**src/rtl/dsss_pkg.sv**
```systemverilog
// Shared DSSS definitions: FSM state encoding, preamble length and default spreading code.
// Used by both the transmitter and the receive side.
package dsss_pkg;

    typedef enum logic [1:0] {
        StIdle     = 2'd0,
        StPreamble = 2'd1,
        StData     = 2'd2,
        StGap      = 2'd3
    } dsss_state_e;

    localparam int unsigned PreambleSyms = 4;
    localparam int unsigned DataSyms     = 8;
    localparam logic [63:0] DefaultCode  = 64'h0000_0000_9E37_79B9;

endpackage

```
**src/rtl/chip_timer.sv**
```systemverilog
// Chip timing for the DSSS transmitter: per-chip strobe, end-of-symbol strobe and
// chip index within the current symbol. Counters are held at zero while disabled.
module chip_timer #(
    parameter int unsigned CHIP_DIV = 16,
    parameter int unsigned CODE_LEN = 32
) (
    input  logic                        clk,
    input  logic                        rst,
    input  logic                        en,
    output logic                        chip_stb,
    output logic                        sym_end,
    output logic [$clog2(CODE_LEN)-1:0] chip_idx
);

    localparam int unsigned DivW = $clog2(CHIP_DIV);
    localparam int unsigned IdxW = $clog2(CODE_LEN);

    logic [DivW-1:0] div_q;
    logic [IdxW-1:0] idx_q;

    assign chip_stb = en && (div_q == DivW'(CHIP_DIV - 1));
    assign sym_end  = chip_stb && (idx_q == IdxW'(CODE_LEN - 1));
    assign chip_idx = idx_q;

    always_ff @(posedge clk or negedge rst) begin
        if (!rst) begin
            div_q <= '0;
            idx_q <= '0;
        end else if (!en) begin
            div_q <= '0;
            idx_q <= '0;
        end else if (chip_stb) begin
            div_q <= '0;
            idx_q <= sym_end ? '0 : idx_q + 1'b1;
        end else begin
            div_q <= div_q + 1'b1;
        end
    end

endmodule

```
**src/rtl/dsss_tx.sv**
```systemverilog
// DSSS byte transmitter: spreads each data bit (LSB first) over one code period, then idles
// for a gap. Define DSSS_TX_PREAMBLE_EN to prepend four plain-code preamble symbols.
module dsss_tx
    import dsss_pkg::*;
#(
    parameter int unsigned CHIP_DIV  = 16,
    parameter int unsigned CODE_LEN  = 32,
    parameter logic [63:0] CODE      = DefaultCode,
    parameter int unsigned GAP_CHIPS = 8
) (
    input  logic       clk,
    input  logic       rst,
    input  logic [7:0] data,
    input  logic       data_valid,
    output logic       data_ready,
    output logic       tx_out,
    output logic       busy
);

    localparam int unsigned IdxW = $clog2(CODE_LEN);
    localparam int unsigned SymW = $clog2(DataSyms);
    localparam int unsigned GapW = $clog2(GAP_CHIPS + 1);

    dsss_state_e     state_q, state_d;
    logic [7:0]      data_q, data_d;
    logic [SymW-1:0] sym_q, sym_d;
    logic [GapW-1:0] gap_q, gap_d;
    logic            tx_q, tx_d;
    logic            busy_q;
    logic            chip_stb, sym_end;
    logic [IdxW-1:0] chip_idx;
    logic [CODE_LEN-1:0] code_rev;

    // Reverse the code so chip index k selects CODE[CODE_LEN-1-k] (MSB sent first).
    for (genvar k = 0; k < CODE_LEN; k++) begin : g_code_rev
        assign code_rev[k] = CODE[CODE_LEN-1-k];
    end

    chip_timer #(
        .CHIP_DIV(CHIP_DIV),
        .CODE_LEN(CODE_LEN)
    ) u_chip_timer (
        .clk     (clk),
        .rst     (rst),
        .en      (state_q != StIdle),
        .chip_stb(chip_stb),
        .sym_end (sym_end),
        .chip_idx(chip_idx)
    );

    always_comb begin
        state_d = state_q;
        data_d  = data_q;
        sym_d   = sym_q;
        gap_d   = gap_q;
        tx_d    = 1'b0;
        unique case (state_q)
            StIdle: begin
                if (data_valid) begin
                    data_d = data;
                    sym_d  = '0;
                    gap_d  = '0;
`ifdef DSSS_TX_PREAMBLE_EN
                    state_d = StPreamble;
`else
                    state_d = StData;
`endif
                end
            end
`ifdef DSSS_TX_PREAMBLE_EN
            StPreamble: begin
                tx_d = code_rev[chip_idx];
                if (sym_end) begin
                    if (sym_q == SymW'(PreambleSyms - 1)) begin
                        sym_d   = '0;
                        state_d = StData;
                    end else begin
                        sym_d = sym_q + 1'b1;
                    end
                end
            end
`endif
            StData: begin
                tx_d = code_rev[chip_idx] ^ data_q[sym_q];
                if (sym_end) begin
                    if (sym_q == SymW'(DataSyms - 1)) begin
                        sym_d   = '0;
                        state_d = StGap;
                    end else begin
                        sym_d = sym_q + 1'b1;
                    end
                end
            end
            StGap: begin
                if (chip_stb) begin
                    if (gap_q == GapW'(GAP_CHIPS - 1)) begin
                        gap_d   = '0;
                        state_d = StIdle;
                    end else begin
                        gap_d = gap_q + 1'b1;
                    end
                end
            end
            default: state_d = StIdle;
        endcase
    end

    always_ff @(posedge clk or negedge rst) begin
        if (!rst) begin
            state_q <= StIdle;
            data_q  <= '0;
            sym_q   <= '0;
            gap_q   <= '0;
            tx_q    <= 1'b0;
            busy_q  <= 1'b0;
        end else begin
            state_q <= state_d;
            data_q  <= data_d;
            sym_q   <= sym_d;
            gap_q   <= gap_d;
            tx_q    <= tx_d;
            busy_q  <= (state_d != StIdle);
        end
    end

    assign data_ready = (state_q == StIdle);
    assign tx_out     = tx_q;
    assign busy       = busy_q;

endmodule

```
**config.mk**
```make
export PLATFORM = sky130hd
export DESIGN_NAME = dsss_tx
export DESIGN_NICKNAME = d
export VERILOG_FILES = /design/src/rtl/dsss_pkg.sv /design/src/rtl/chip_timer.sv /design/src/rtl/dsss_tx.sv
export SDC_FILE = /design/constraint.sdc
export NUM_CORES = 1
export LEC_CHECK = 0
export ABC_AREA = 0
export CELL_PAD_IN_SITES_DETAIL_PLACEMENT = 1
export CELL_PAD_IN_SITES_GLOBAL_PLACEMENT = 1
export CORE_MARGIN = 2
export CORE_UTILIZATION = 25
export DETAILED_ROUTE_END_ITERATION = 6
export HOLD_SLACK_MARGIN = 0.06
export PLACE_DENSITY_LB_ADDON = 0.1
export SYNTH_ARGS = -nofsm -noshare
export SYNTH_HDL_FRONTEND = slang
export SYNTH_SLANG_ARGS = --single-unit
```
**constraint.sdc**
```tcl
create_clock -name clk -period 4.72 [get_ports clk]
set_input_delay 0.708 -clock clk [delete_from_list [all_inputs] [get_ports clk]]
set_output_delay 0.708 -clock clk [all_outputs]
set_load 0.03 [all_outputs]
```
# Word level (Yosys, flattened, before mapping)
# Memory sizes are Yosys's and may differ from the RTL's.
# Cells that the tools add are included.
totals:
  memories: 1
  input_bits: 11
  out_inout_bits: 3
  reg_bits: 28
  word_cells: 59
  mem_bits_ro: 32
memory_table:
  columns: ["memory", "words", "width", "read_ports", "rd_ports_with_merged_regs", "write_ports", "line_no", "rtl"]
  rows:
  - ["(name not given)", 32, 1, 1, 0, 0, "dsss_tx.sv:84", "tx_d = code_rev[chip_idx] ^ data_q[sym_q];"]
op_classes:
  addsub: 4
  n_reduce_logical: 10
  n_bitwise: 1
  n_mux: 23
  eq_ne: 10
  magnitude_cmp: 2
op_table:
  columns: ["op", "count"]
  rows:
  - ["$mux W4", 5]
  - ["$mux W5", 3]
  - ["$mux W2", 5]
  - ["$mux W3", 3]
  - ["$add A4 B1 Y4 const B", 2]
  - ["$pmux W4 S2", 1]
  - ["$reduce_bool A2 Y1", 4]
  - ["$lt A5 B6 Y1 const B", 1]
  - ["$pmux W2 S3", 1]
  - ["$pmux W3 S2", 1]
  - ["$reduce_and A3 Y1", 2]
  - ["$add A5 B1 Y5 const B", 1]
  - ["$eq A5 B5 Y1 const B", 1]
  - ["$eq A2 B2 Y1 const B", 2]
  - ["$eq A4 B3 Y1 const B", 1]
  - ["$eq A4 B4 Y1 const B", 1]
  - ["$lt A3 B4 Y1 const B", 1]
  - ["$ne A2 B1 Y1 const B", 2]
  - ["$ne A2 B2 Y1 const B", 2]
  - ["$add A3 B1 Y3 const B", 1]
  - ["$bmux W1 S3", 1]
  - ["$eq A3 B3 Y1 const B", 1]
  - ["$mux W1", 3]
  - ["$logic_and A1 B1 Y1", 2]
  - ["other kinds (3)", 3]

# Logic depth before layout (Yosys ltp)
logic_depth:
  word_depth: 6
  ltp_mapped: 7
  mapped_depth_nobuf: 7

# By module
# Synthesis repeated with hierarchy kept, for this count alone.
unflattened:
  cells_unflattened: 144
  area_unflattened_um2: 1497.7
by_module_without_submodules:
  columns: ["mod", "cells_per_inst", "area_each_um2", "instances", "seq_area_each_um2"]
  rows:
  - ["dsss_tx", 100, 1041.0, 1, 475.5]
  - ["chip_timer", 44, 456.7, 1, 225.2]

# Worst setup path before layout
# Ideal clock, no wire load.
synth_timing:
  kind: "reg-to-output"
  from: "register state_q[0]"
  to: "output data_ready"
  setup_slack_ps: 2867
  required_ps: 4012
  n_path_buf: 2
  stages_incl_launch_ff: 4
  arrival_time_ps: 1145
  cell_sequence: "dfrtp_1 -> buf_2 -> nor2_1 -> clkbuf_1"
synth_via:
  elab_chain_len: 1
synth_lines:
  columns: ["item", "line_no", "rtl"]
  rows:
  - ["start: declaration", "dsss_tx.sv:24", "dsss_state_e state_q, state_d;"]
  - ["start signal: assignment", "dsss_tx.sv:110", "state_q <= StIdle;"]
  - ["start signal: assignment", "dsss_tx.sv:117", "state_q <= state_d;"]
  - ["$logic_not A2 Y1", "dsss_tx.sv:126", "assign data_ready = (state_q == StIdle);"]
  - ["end: declaration", "dsss_tx.sv:15", "output logic data_ready,"]
# No other way between the ends.

# Final worst setup path
# Ends and elaborated chain as after synthesis.

==> results by stage <==
Yosys:
- The share of the Yosys chip area taken by registers is 0.477.
- The netlist area before placement is 1470 sq um.
- In the synthesized netlist the async set-or-reset flop fraction comes to 1.00.
- The number of different library cells used by synthesis comes to 35.
- Synthesis produced a netlist with a net count of around 160.
- The gate count after technology mapping is 138.
- After synthesis the netlist holds a flip-flop and latch count of 28.
- The average size of a mapped cell is roughly 11 sq um.
- In this run, synthesis inferred 0 flip-flops with an integrated enable.
- In the synthesized netlist the dominant register cell turns out to be dfrtp_1.
- The warning count from the yosys run is 0.

Clock tree:
- The quantity of gates resized following cts is 0.
- The clock drives 28 sinks.
- The number of hold buffers added after CTS was 0.
- The maximum number of buffers from clock root to sink is 2.
- The number of CTS-inserted buffers is 3.
- The deepest level of the CTS H-tree is 1.
- The clock tree root driver cell is clkbuf_8.
- The number of setup buffers added after CTS is 0.
- The clock tree from TritonCTS is done.
- After clock tree synthesis, the clock-pin slew on the worst setup and hold paths is 100 ps.
- The clock insertion delay at the later pin of the skew report is 280 ps.

Place:
- Once detailed placement completed, the half-perimeter wirelength came to approximately 2300 microns.
- The weighted congestion reported at the end of routability-driven placement is 0.705.
- The quantity of I/O buffers inserted on ports is 13.
- Prior to clock tree synthesis, the placed netlist has a worst setup slack of slightly above 2000 ps.

Pwr:
- The analysis attributes to cell leakage a power of around 0.74 nW.
- The power per cell area is roughly 250 nW/um^2.
- The worst vdd rail ir drop is 0.0849 mV.
- Overall power consumption after layout is estimated at about 0.00042 W.

Worst setup path:
- The worst register-to-register path has a depth of 6.
- The critical path arrival is ~2200 ps.
- The endpoint identified for the worst register-to-register timing path is sym_q[0].
- In this run the critical register-to-register path is launched from u_chip_timer.chip_idx[0].
- Data on the critical path is required at its endpoint by between 4000 and 5000 ps.
- The kind of start point of the critical path is a flop.
- Counting both buffers and inverters, the worst setup path holds a total of 1.
- STA classifies the critical path endpoint as a primary output.
- The maximum net fanout on the critical path is 11.
- The critical path is of the reg -> out type.
- Among all stages on the critical path, the largest delay is contributed by clkdlybuf4s50_1.
- In this run the register-to-register setup slack is roughly 2700 ps.
- The family with the most delay on the worst path is buffers and inverters.
- On the worst path, the slowest cell contributes a delay of about 800 ps.
- Traced cell by cell, the critical path runs through nor2_1 -> clkdlybuf4s50_1.

Route:
- The first detailed-routing pass took 3 iterations.
- The wire length per cell after detailed routing is 13.8 microns.
- The number of design-rule violations left by the first detailed-router iteration is 43.
- The post-detailed-routing wire length is roughly 3100 microns.
- The detailed router placed around 1000 vias in this run.
- The vias per cell is 4.70.
- The detail route stage leaves a number of antenna-violating nets equal to 0.
- The total DRC errors in the routed layout is 0.

Global routing:
- The largest net degree at the start of global routing is 29.
- In the global route stage, overall resource usage came out at 0.109.
- The number of global-route vias before repair came to between 1000 and 1500.
- The initial antenna violation count is 0.
- The first global-routing pass estimated 5510 microns of wire.
- The final global-route overflow total is 0.

Die:
- The starting utilization of the core area is 0.263.
- The die is between 80 and 90 microns wide.
- After floorplanning, the core was divided into 27 placement rows.
- The die is just over 80 microns tall.
- The die covers between 6000 and 7000 sq um.
- The total I/O pin count is 14.
- The placeable core area is around 5600 sq um.

Timing:
- The worst path meets setup with 1790 ps of slack.
- The clock arrives with about 5.6 ps of skew.
- Setup repair after global routing left no endpoint under its margin.
- The final worst hold slack is 485 ps.
- In the finished design, the share of the clock period the worst path needs comes to 0.621.
- Setup violations remaining at the end of the flow were counted as 0.
- The setup TNS is 0 ps.
- The hold violation count in the final report is 0.
- The total count of max-transition violations in the final report is 0.
- The shortest clock period the worst path allows after layout is 2930 ps.
- In this run the tightest slew margin relative to its limit is 0.504.
- The actual transition at the worst max-transition pin is between 700 and 800 ps.
- Based on the critical path, the design can be clocked at up to ~340 MHz.

Min path:
- The worst hold path begins at data_q[3].
- The worst hold path terminates at data_q[3].
- The hold-critical path depth is 1.
- The worst min-delay path category is reg -> reg.

Cells and area:
- The most frequent standard cell in the layout excluding fill and tap cells is dfrtp_1.
- The number of nets in the layout is roughly 170.
- The fill cell total of the finished layout is around 630.
- Relative to the synthesized area, the layout overhead comes to 17.4%.
- The repair_antennas step left the layout with diodes totalling 0.
- The layout cell share with drive strength beyond 1 is 0.0993.
- The top cell types in the final layout, fill and taps aside, are 28 x dfrtp_1, 19 x nand2_1, 13 x clkdlybuf4s50_1.
- The core occupancy in the finished layout is 0.309.

Status:
- The flow ran to the end, and the final reports show no timing, DRC or antenna violations.

Job:
- The count of max-cap constraint violations is 0.
-- where the power goes --
part	leakage, nW	internal, W	switching [W]
registers	0.331	0.000245	0.00000290
clock network	0.0288	0.0000748	0.0000764
logic	0.379	0.0000147	0.0000101
total	0.739	0.000334	0.0000894
-- worst reg2reg max path: cells and delay by family, from the launching register on --
kind	cells	cell delay [ps]
adder cells (fa/ha/maj)	2	480
AO/OA/AOI/OAI	1	180
buffers and inverters	1	110
AND/OR/NAND/NOR	2	650
flip-flops	1	490
-- area by class of cell --
| class | count | area (sq um) | area share |
|---|---|---|---|
| Clock buffer | 4 | 55.1 | 0.0320 |
| Inverter | 5 | 18.8 | 0.0109 |
| Multi-Input combinational cell | 100 | 721 | 0.418 |
| Sequential cell | 28 | 701 | 0.407 |
| Tap cell | 72 | 90.1 | 0.0523 |
| Timing Repair Buffer | 14 | 138 | 0.0799 |
-- cells by family after synthesis --
logic type | after synthesis | share of synthesized area
buffers and inverters | 10 | 0.0315
and+or+nand+nor | 51 | 0.184
AOI/OAI and AO/OA | 25 | 0.0989
muxes | 13 | 0.119
xor gates and xnor gates | 2 | 0.0119
adders and majority gates | 9 | 0.0767
DFF | 28 | 0.477
-- worst max-delay path by stage --
stage | endpoint | slack, ps | from | cells after the start
after floorplan | data_ready | 2870 | state_q[0] | 3
after global placement | data_ready | 2120 | state_q[0] | 2
after detailed placement | data_ready | 2080 | state_q[0] | 2
after CTS | data_ready | 1760 | state_q[0] | 2
after global routing | data_ready | 1580 | state_q[0] | 2
final | data_ready | 1790 | state_q[0] | 2
-- synth_stat cells, types with 3 or more instances --
cell	count	share of area
nor2b_1	4	0.017
nor3_1	4	0.014
nand3_1	7	0.024
mux2_2	7	0.054
a21oi_1	6	0.020
mux2_1	3	0.023
nor2_1	5	0.013
dfrtp_1	28	0.48
o21ai_0	8	0.027
nand2b_1	3	0.013
nand2_1	19	0.049
ha_1	9	0.077
inv_1	5	0.013
a31oi_1	4	0.017
-- sequential cells by signal, summed over array words and instances, names as in the netlist --
signal,cells
busy,1
data_q,8
gap_q,4
state_q,2
sym_q,3
tx_out,1
u_chip_timer.chip_idx,5
u_chip_timer.div_q,4
-- through the flow --
step,instance area [sq um],cells
4_1_cts,1720,223
2_1_floorplan,1470,138
3_5_place_dp,1670,219
6_report,1720,223
5_1_grt,1720,223
3_3_place_gp,1670,219
-- metal layers --
layer  GRT usage  vias up  wire [microns]
li1            -      518               -
met1       0.138      514            1500
met2       0.185       12            1470
met3      0.0202        4              68
met4      0.0356        0              38
met5           0        -               0
(Power assumes the default switching activity.)
